[src/rtl/reg_file_tagged_pkg.sv]
// Shared core defines for the tagged register file: default widths,
// register-index width derivation and legacy status encodings.
package reg_file_tagged_pkg;

  localparam int RF_TAG_W_DEF = 4;
  localparam int RF_XLEN_DEF  = 32;
  localparam int RF_NREG_DEF  = 32;

  // Legacy status encodings still consumed by older status users.
  typedef enum logic [1:0] {
    RF_NOP      = 2'd0,
    RF_WRITE    = 2'd1,
    RF_FINISHED = 2'd2
  } rf_status_e;

  function automatic int rf_idx_w(input int nreg);
    return (nreg > 1) ? $clog2(nreg) : 1;
  endfunction

endpackage

[src/rtl/reg_file_tagged_read_port.sv]
// One combinational operand read port with same-cycle commit bypass.
module reg_file_read_port
  import reg_file_tagged_pkg::*;
#(
  parameter int XLEN  = RF_XLEN_DEF,
  parameter int NREG  = RF_NREG_DEF,
  parameter int TAG_W = RF_TAG_W_DEF,
  parameter int IW    = rf_idx_w(NREG)
) (
  input  logic [IW-1:0]          idx,
  input  logic [NREG*XLEN-1:0]   value_flat,
  input  logic [NREG-1:0]        busy_vec,
  input  logic [NREG*TAG_W-1:0]  tag_flat,
  input  logic                   commit_valid,
  input  logic [IW-1:0]          commit_rd,
  input  logic [TAG_W-1:0]       commit_tag,
  input  logic [XLEN-1:0]        commit_data,
  output logic [XLEN-1:0]        data,
  output logic                   busy,
  output logic [TAG_W-1:0]       tag
);

  logic [XLEN-1:0]  ent_value_s;
  logic             ent_busy_s;
  logic [TAG_W-1:0] ent_tag_s;
  logic             bypass_s;

  assign ent_value_s = value_flat[idx*XLEN +: XLEN];
  assign ent_busy_s  = busy_vec[idx];
  assign ent_tag_s   = tag_flat[idx*TAG_W +: TAG_W];

  // Only a commit from the newest writer resolves the operand early.
  assign bypass_s = commit_valid && (commit_rd == idx) && ent_busy_s &&
                    (ent_tag_s == commit_tag);

  always_comb begin
    data = '0;
    busy = 1'b0;
    tag  = '0;
    if (idx == '0) begin
      data = '0;
      busy = 1'b0;
      tag  = '0;
    end else if (bypass_s) begin
      data = commit_data;
      busy = 1'b0;
      tag  = '0;
    end else begin
      data = ent_value_s;
      busy = ent_busy_s;
      tag  = ent_busy_s ? ent_tag_s : '0;
    end
  end

endmodule

[src/rtl/reg_file_tagged.sv]
// Architectural register file with per-register busy bit and rename tag,
// NRP bypassing read ports, one commit port and a global rename flush.
module reg_file_tagged
  import reg_file_tagged_pkg::*;
#(
  parameter int XLEN  = RF_XLEN_DEF,
  parameter int NREG  = RF_NREG_DEF,
  parameter int TAG_W = RF_TAG_W_DEF,
  parameter int NRP   = 2
) (
  input  logic                       clk,
  input  logic                       rst,
  input  logic                       rdy_in,
  input  logic [NRP*$clog2(NREG)-1:0] rd_idx,
  output logic [NRP*XLEN-1:0]        rd_data,
  output logic [NRP-1:0]             rd_busy,
  output logic [NRP*TAG_W-1:0]       rd_tag,
  input  logic                       issue_valid,
  input  logic [$clog2(NREG)-1:0]    issue_rd,
  input  logic [TAG_W-1:0]           issue_tag,
  input  logic                       commit_valid,
  input  logic [$clog2(NREG)-1:0]    commit_rd,
  input  logic [TAG_W-1:0]           commit_tag,
  input  logic [XLEN-1:0]            commit_data,
  input  logic                       flush
);

  localparam int IW = $clog2(NREG);

  logic [XLEN-1:0]  value_q [NREG];
  logic [XLEN-1:0]  value_d [NREG];
  logic             busy_q  [NREG];
  logic             busy_d  [NREG];
  logic [TAG_W-1:0] tag_q   [NREG];
  logic [TAG_W-1:0] tag_d   [NREG];

  logic [NREG*XLEN-1:0]  value_flat_s;
  logic [NREG-1:0]       busy_vec_s;
  logic [NREG*TAG_W-1:0] tag_flat_s;

  genvar r;
  generate
    for (r = 0; r < NREG; r++) begin : g_reg
      if (r == 0) begin : g_zero
        // x0 is hard-wired: always zero, never busy.
        always_comb begin
          value_d[r] = '0;
          busy_d[r]  = 1'b0;
          tag_d[r]   = '0;
        end
      end else begin : g_live
        logic commit_hit_s;
        logic issue_hit_s;
        assign commit_hit_s = commit_valid && (commit_rd == IW'(r));
        assign issue_hit_s  = issue_valid && (issue_rd == IW'(r));

        always_comb begin
          value_d[r] = value_q[r];
          busy_d[r]  = busy_q[r];
          tag_d[r]   = tag_q[r];
          if (rst) begin
            value_d[r] = '0;
            busy_d[r]  = 1'b0;
            tag_d[r]   = '0;
          end else if (!rdy_in) begin
            value_d[r] = value_q[r];
          end else begin
            // Value write is unconditional; busy clears only for the newest writer.
            if (commit_hit_s) begin
              value_d[r] = commit_data;
              if ((tag_q[r] == commit_tag) && !issue_hit_s) begin
                busy_d[r] = 1'b0;
              end else begin
                busy_d[r] = busy_q[r];
              end
            end else begin
              value_d[r] = value_q[r];
            end
            if (flush) begin
              busy_d[r] = 1'b0;
              tag_d[r]  = '0;
            end else if (issue_hit_s) begin
              busy_d[r] = 1'b1;
              tag_d[r]  = issue_tag;
            end else begin
              tag_d[r]  = tag_q[r];
            end
          end
        end
      end

      always_ff @(posedge clk) begin
        value_q[r] <= value_d[r];
        busy_q[r]  <= busy_d[r];
        tag_q[r]   <= tag_d[r];
      end

      assign value_flat_s[r*XLEN +: XLEN]   = value_q[r];
      assign busy_vec_s[r]                  = busy_q[r];
      assign tag_flat_s[r*TAG_W +: TAG_W]   = tag_q[r];
    end
  endgenerate

  genvar p;
  generate
    for (p = 0; p < NRP; p++) begin : g_rp
      reg_file_read_port #(
        .XLEN  (XLEN),
        .NREG  (NREG),
        .TAG_W (TAG_W),
        .IW    (IW)
      ) u_rp (
        .idx          (rd_idx[p*IW +: IW]),
        .value_flat   (value_flat_s),
        .busy_vec     (busy_vec_s),
        .tag_flat     (tag_flat_s),
        .commit_valid (commit_valid),
        .commit_rd    (commit_rd),
        .commit_tag   (commit_tag),
        .commit_data  (commit_data),
        .data         (rd_data[p*XLEN +: XLEN]),
        .busy         (rd_busy[p]),
        .tag          (rd_tag[p*TAG_W +: TAG_W])
      );
    end
  endgenerate

endmodule

[config.mk]
export PLATFORM = sky130hd
export DESIGN_NAME = reg_file_tagged
export DESIGN_NICKNAME = d
export VERILOG_FILES = /design/src/rtl/reg_file_tagged_pkg.sv /design/src/rtl/reg_file_tagged_read_port.sv /design/src/rtl/reg_file_tagged.sv
export SDC_FILE = /design/constraint.sdc
export NUM_CORES = 2
export LEC_CHECK = 0
export ABC_AREA = 0
export BUFFER_PORTS_ARGS = -buffer_cell sky130_fd_sc_hd__buf_2
export CORE_MARGIN = 10
export CORE_UTILIZATION = 40
export DETAILED_ROUTE_END_ITERATION = 8
export REMOVE_ABC_BUFFERS = 1
export SYNTH_ARGS = -nofsm -noshare
export SYNTH_HDL_FRONTEND = slang
export SYNTH_SLANG_ARGS = --single-unit
[constraint.sdc]
create_clock -name clk -period 4.03 [get_ports clk]
set_input_delay 0.2015 -clock clk [delete_from_list [all_inputs] [get_ports clk]]
set_output_delay 0.2015 -clock clk [all_outputs]
set_load 0.02 [all_outputs]
### After elaboration in Yosys (flattened, before gate mapping)

Memories as Yosys holds them, arrays and structs flattened.
Index checks and enable logic that the tools add are counted.

* memory bits (writable): 1184
* register bits after elaboration: 0
* input port bits: 66
* output and inout bits: 74
* word-level logic and storage cells: 659
* memories kept: 3

Memory list
* value_q: depth 32, width 32, read ports 32, clocked after memory_dff 0, write ports 32, RTL line reg_file_tagged.sv:30 `logic [XLEN-1:0] value_q [NREG];`
* tag_q: depth 32, width 4, read ports 32, clocked after memory_dff 0, write ports 32, RTL line reg_file_tagged.sv:34 `logic [TAG_W-1:0] tag_q [NREG];`
* busy_q: depth 32, width 1, read ports 32, clocked after memory_dff 0, write ports 32, RTL line reg_file_tagged.sv:32 `logic busy_q [NREG];`

* $lt $le $gt $ge: 2
* reduce and logical (&&, ||, !) cells: 132
* multiplexer cells: 421
* shifts and indexed selects: 4
* equality and inequality tests: 97

Operator list (number)
* $mux 32: 97
* $shiftx 1024x11->32: 2
* $mux 4: 130
* $shiftx 128x8->4: 2
* $mux 1: 192
* $eq 5x5->1 const B: 32
* $eq 4x4->1: 33
* $logic_and 1x1->1: 99
* $eq 5x4->1 const B: 16
* $eq 5x3->1 const B: 8
* $logic_not 1->1: 31
* $eq 5x2->1 const B: 4
* $lt 5x6->1 const B: 2
* $bmux 1 s5: 2
* $eq 5x1->1 const B: 2
* $eq 5x5->1: 2
* $logic_not 5->1: 2

### Depth between registers and ports, before layout

* depth in word-level cells: 10
* depth in mapped cells: 15
* depth with buffers taken out: 7

### Hierarchy

From an unflattened synthesis, not the netlist that was laid out.

* cells, all modules: 6632
* area total of the unflattened synthesis: 61833.1 µm²

By module, submodules not included
* reg_file_tagged: cells an instance 5396, area an instance 42194.2 µm², instances 1, seq. area each 22962.0 µm²
* reg_file_read_port: cells an instance 618, area an instance 9819.4 µm², instances 2, seq. area each 0.0 µm²

### Worst setup path before layout

No wires, ideal clock.

* kind: in2out
* from: in rd_idx[5]
* to: out rd_data[45]
* stages on the path: 9
* data required time: 3828 ps
* buffers on the path: 5
* path slack: 556 ps
* data arrival time: 3272 ps
* path through: buf_4 -> buf_2 -> buf_2 -> buf_2 -> buf_1 -> mux4_2 -> mux4_2 -> mux2_2 -> mux2_2

* longest elaborated chain between the ends: 6
* elaborated cells between the ends (all ways): 12
* classes of those cells: eq/ne (2); shift (2); mux (4); reduce/logical (4)

RTL lines
* start, declared: RTL line reg_file_tagged.sv:14 `input logic [NRP*$clog2(NREG)-1:0] rd_idx,`
* branches (longest 5 deep; another with $shiftx 1024x11->32)
* $mux 32 (*): RTL line reg_file_tagged_read_port.sv:40 `if (idx == '0) begin`
* end, declared: RTL line reg_file_tagged.sv:15 `output logic [NRP*XLEN-1:0] rd_data,`

Mark *: on every way between the ends. The select of a mux whose other input is x is not followed.

==> metrics.yaml <==
status: "finished with violations"
violations: "setup timing"
synth_ff_type: "dfxtp_1"
critPathMaxFanout: 16
clockBufferDepth: 3
grt_first_pass_wirelength_mm: 369
drtAntennaViolNets: 0
gp_congestion: 1.00
vias: 55600
synth_edf_count: 0
maxCapViolCount: 0
setup_slack_ns: -0.0610
finalHoldViolations: 0
grt.busiest_layer: "met2"
yosys_warnings: 0
vias_per_cell: 6.33
finalClockSkew_ns: 0.0240
finalCritPeriodShare_pct: 102
post-route-min-period_ns: 4.09
cp.arrival_ns: 3.89
crit_type: "reg2out"
fin_util_pct: 45.8
p_per_area_nw_per_um2: 377
whs_path_depth: 3
setup_viol: 12
grt.met3_usage_pct: 8.76
num-nets-final: 6721
syn_to_final_growth_pct: 13.7
drc_errors: 0
grt_util_met1_pct: 37.6
dieHeight_um: 411
fin_cells: 8785
end_kind: "output port"
wl_per_cell_um: 29.4
post-place-ws_ns: 0.410
synthCells: 6803
cts_tree: "done"
rr_worst_depth: 6
ys_seq_elements: 1147
row_count: 143
start_kind: "flop"
syn_area_um2: 61200
placed_cells: 8512
dpl.hpwl_mm: 158
rsz0062_at_grt: "yes"
firstDrtPassIters: 6
power_mw: 26.3
numCtsBuffers: 130
clk_pin_slew_ns: 0.06
ir_drop_mv: 0.377
seq_area_frac_synth_pct: 37.5
cts_num_sinks: 1147
tightest_slew_ns: 1.26
die_x_um: 411
clock_latency_ns: 0.77
grt_use_total_pct: 29.3
core_um2: 152000
drv_slew: 0
routed_wl_mm: 258
leakagePower_nw: 23.4
first_global_vias: 53100
grt_max_degree: 148
fmax_ghz: 0.244
cp.required_ns: 3.83
whs_ns: 0.0306
die-area_um2: 169000
h-tree-depth: 4
grt.overflow.total: 0
antenna_found_initial: 16
first_iter_violations: 7838
numPortBuffers: 139
synth.avg_cell_area_um2: 9.00
root_buffer: "clkbuf_16"
floorplan.initialDensity_pct: 40.3
synthArstFlopShare_pct: 0
drive_gt1_share_pct: 20.4
yosysUniqueCellTypes: 60
min_path_type: "in2reg"
grtUsageMet2_pct: 43.7
relSlewSlack_pct: 16.0
io_pins: 140
[worst paths after layout]
kind / start / slack, ns / end
max reg2reg: tag_q[1][29]$_SDFFE_PP0P_ / 1.65 / busy_q[1][7]$_SDFFE_PP0P_
min reg2reg: value_q[0][501]$_SDFFE_PP0P_ / 0.46 / value_q[0][501]$_SDFFE_PP0P_
min: commit_data[19] / 0.03 / value_q[0][467]$_SDFFE_PP0P_
max: tag_q[0][60]$_SDFFE_PP0P_ / -0.06 / rd_data[11]
[flip-flops by register name (all words and copies together), names as in the netlist]
signal,count
busy_q,31
tag_q,124
value_q,992
[timing repair]
item / in CTS / in global routing
endpoints found under the hold margin: 529 / 0
gates cloned: 1 / 2
hold buffers: 29 / 0
setup endpoints to repair: 50 / 52
buffers inserted: 5 / 4
resized for setup: 38 / 74
[critical path: stages (launching register included)]
cell and delay [ns]:
dfxtp_4 0.35, mux4_2 0.48, mux2_4 0.30, o22a_1 0.22, nand3b_1 0.08, or4b_4 0.47
nor4_4 0.20, buf_12 0.20, buf_16 0.25, mux2_2 0.37, buf_4 0.16
[per-stage QoR]
| step | setup TNS (ns) | instance area (µm²) |
|---|---|---|
| 2_1_floorplan | -22.34 | 58400 |
| 3_3_place_gp | 0 | 64400 |
| 3_5_place_dp | 0 | 64400 |
| 4_1_cts | -0.389 | 69300 |
| 5_1_grt | -2.78 | 69600 |
| 6_report | -0.336 | 69600 |
[placed cells by master (no fill, tap or decap), types with 13 or more instances in the layout]
master	synthesis	routed
a21oi_1	1027	1027
a221o_1	13	13
a221oi_1	18	17
a22o_1	19	19
a22oi_1	42	42
buf_12	0	56
buf_2	60	99
buf_4	26	174
buf_6	9	27
clkbuf_1	545	34
clkbuf_16	0	135
clkbuf_8	0	25
clkinv_2	0	13
dfxtp_1	1147	1134
dlygate4sd3_1	0	29
mux2_2	136	109
mux2_4	0	30
mux2i_1	278	276
mux4_2	575	575
nand2_1	2099	2075
nand2_2	0	24
nand2b_1	19	18
nand3_1	20	13
nand4_1	27	27
nor2_1	279	248
nor2_4	0	31
nor2b_1	20	14
nor3_1	48	47
o21ai_0	93	93
o21ai_1	16	16
xnor2_1	75	75
xor2_1	65	65
[Yosys cell counts (8+ instances only)]
cell type	count	area share [%]
a21oi_1	1027	8.4
buf_1	34	0.21
a22oi_1	42	0.51
o22ai_1	9	0.092
a221o_1	13	0.21
nor2b_1	20	0.20
or4_1	8	0.098
xor2_1	65	0.93
nand4_1	27	0.28
nand2b_1	19	0.19
mux2_2	136	2.5
buf_6	9	0.17
a221oi_1	18	0.26
o2111ai_1	11	0.16
dfxtp_1	1147	38
buf_2	60	0.49
nand2_1	2099	13
inv_1	9	0.055
nand3_1	20	0.16
nor2_1	279	1.7
o31ai_1	11	0.13
a22o_1	19	0.27
buf_4	26	0.32
xnor2_1	75	1.1
o21ai_1	16	0.13
mux4_2	575	21
nor3_1	48	0.39
clkbuf_1	545	3.3
mux2i_1	278	4.5
o21ai_0	93	0.76
[kinds of logic after synthesis]
family / share of synthesized area (%)
AND/OR/NAND/NOR: 16.3
AO/OA/AOI/OAI: 11.4
multiplexers: 28.3
buffers and inverters: 4.62
flip-flops: 37.5
XOR/XNOR: 2.00
[report_power, final]
part / leakage, nW / internal, mW / switching, mW
combinational: 12.0 / 0.822 / 1.69
clock: 2.11 / 7.04 / 5.19
sequential: 9.25 / 11.4 / 0.0953
[cell type report]
cell class | instances | area, µm²
Antenna cell | 5 | 12.5
Clock buffer | 192 | 3800
Clock inverter | 35 | 527
Fill cell | 14500 | 82500
Inverter | 12 | 50.0
Multi-Input combinational cell | 4969 | 36000
Sequential cell | 1147 | 23000
Tap cell | 2030 | 2540
Timing Repair Buffer | 395 | 3720
[metal layers]
| metal | vias up | wire length, µm |
|---|---|---|
| met5 | - | 87 |
| met4 | 12 | 17200 |
| met3 | 951 | 35000 |
| met2 | 3971 | 111000 |
| met1 | 27200 | 94500 |
| li1 | 23500 | - |
Note: power is estimated with default switching activity, not from simulation.
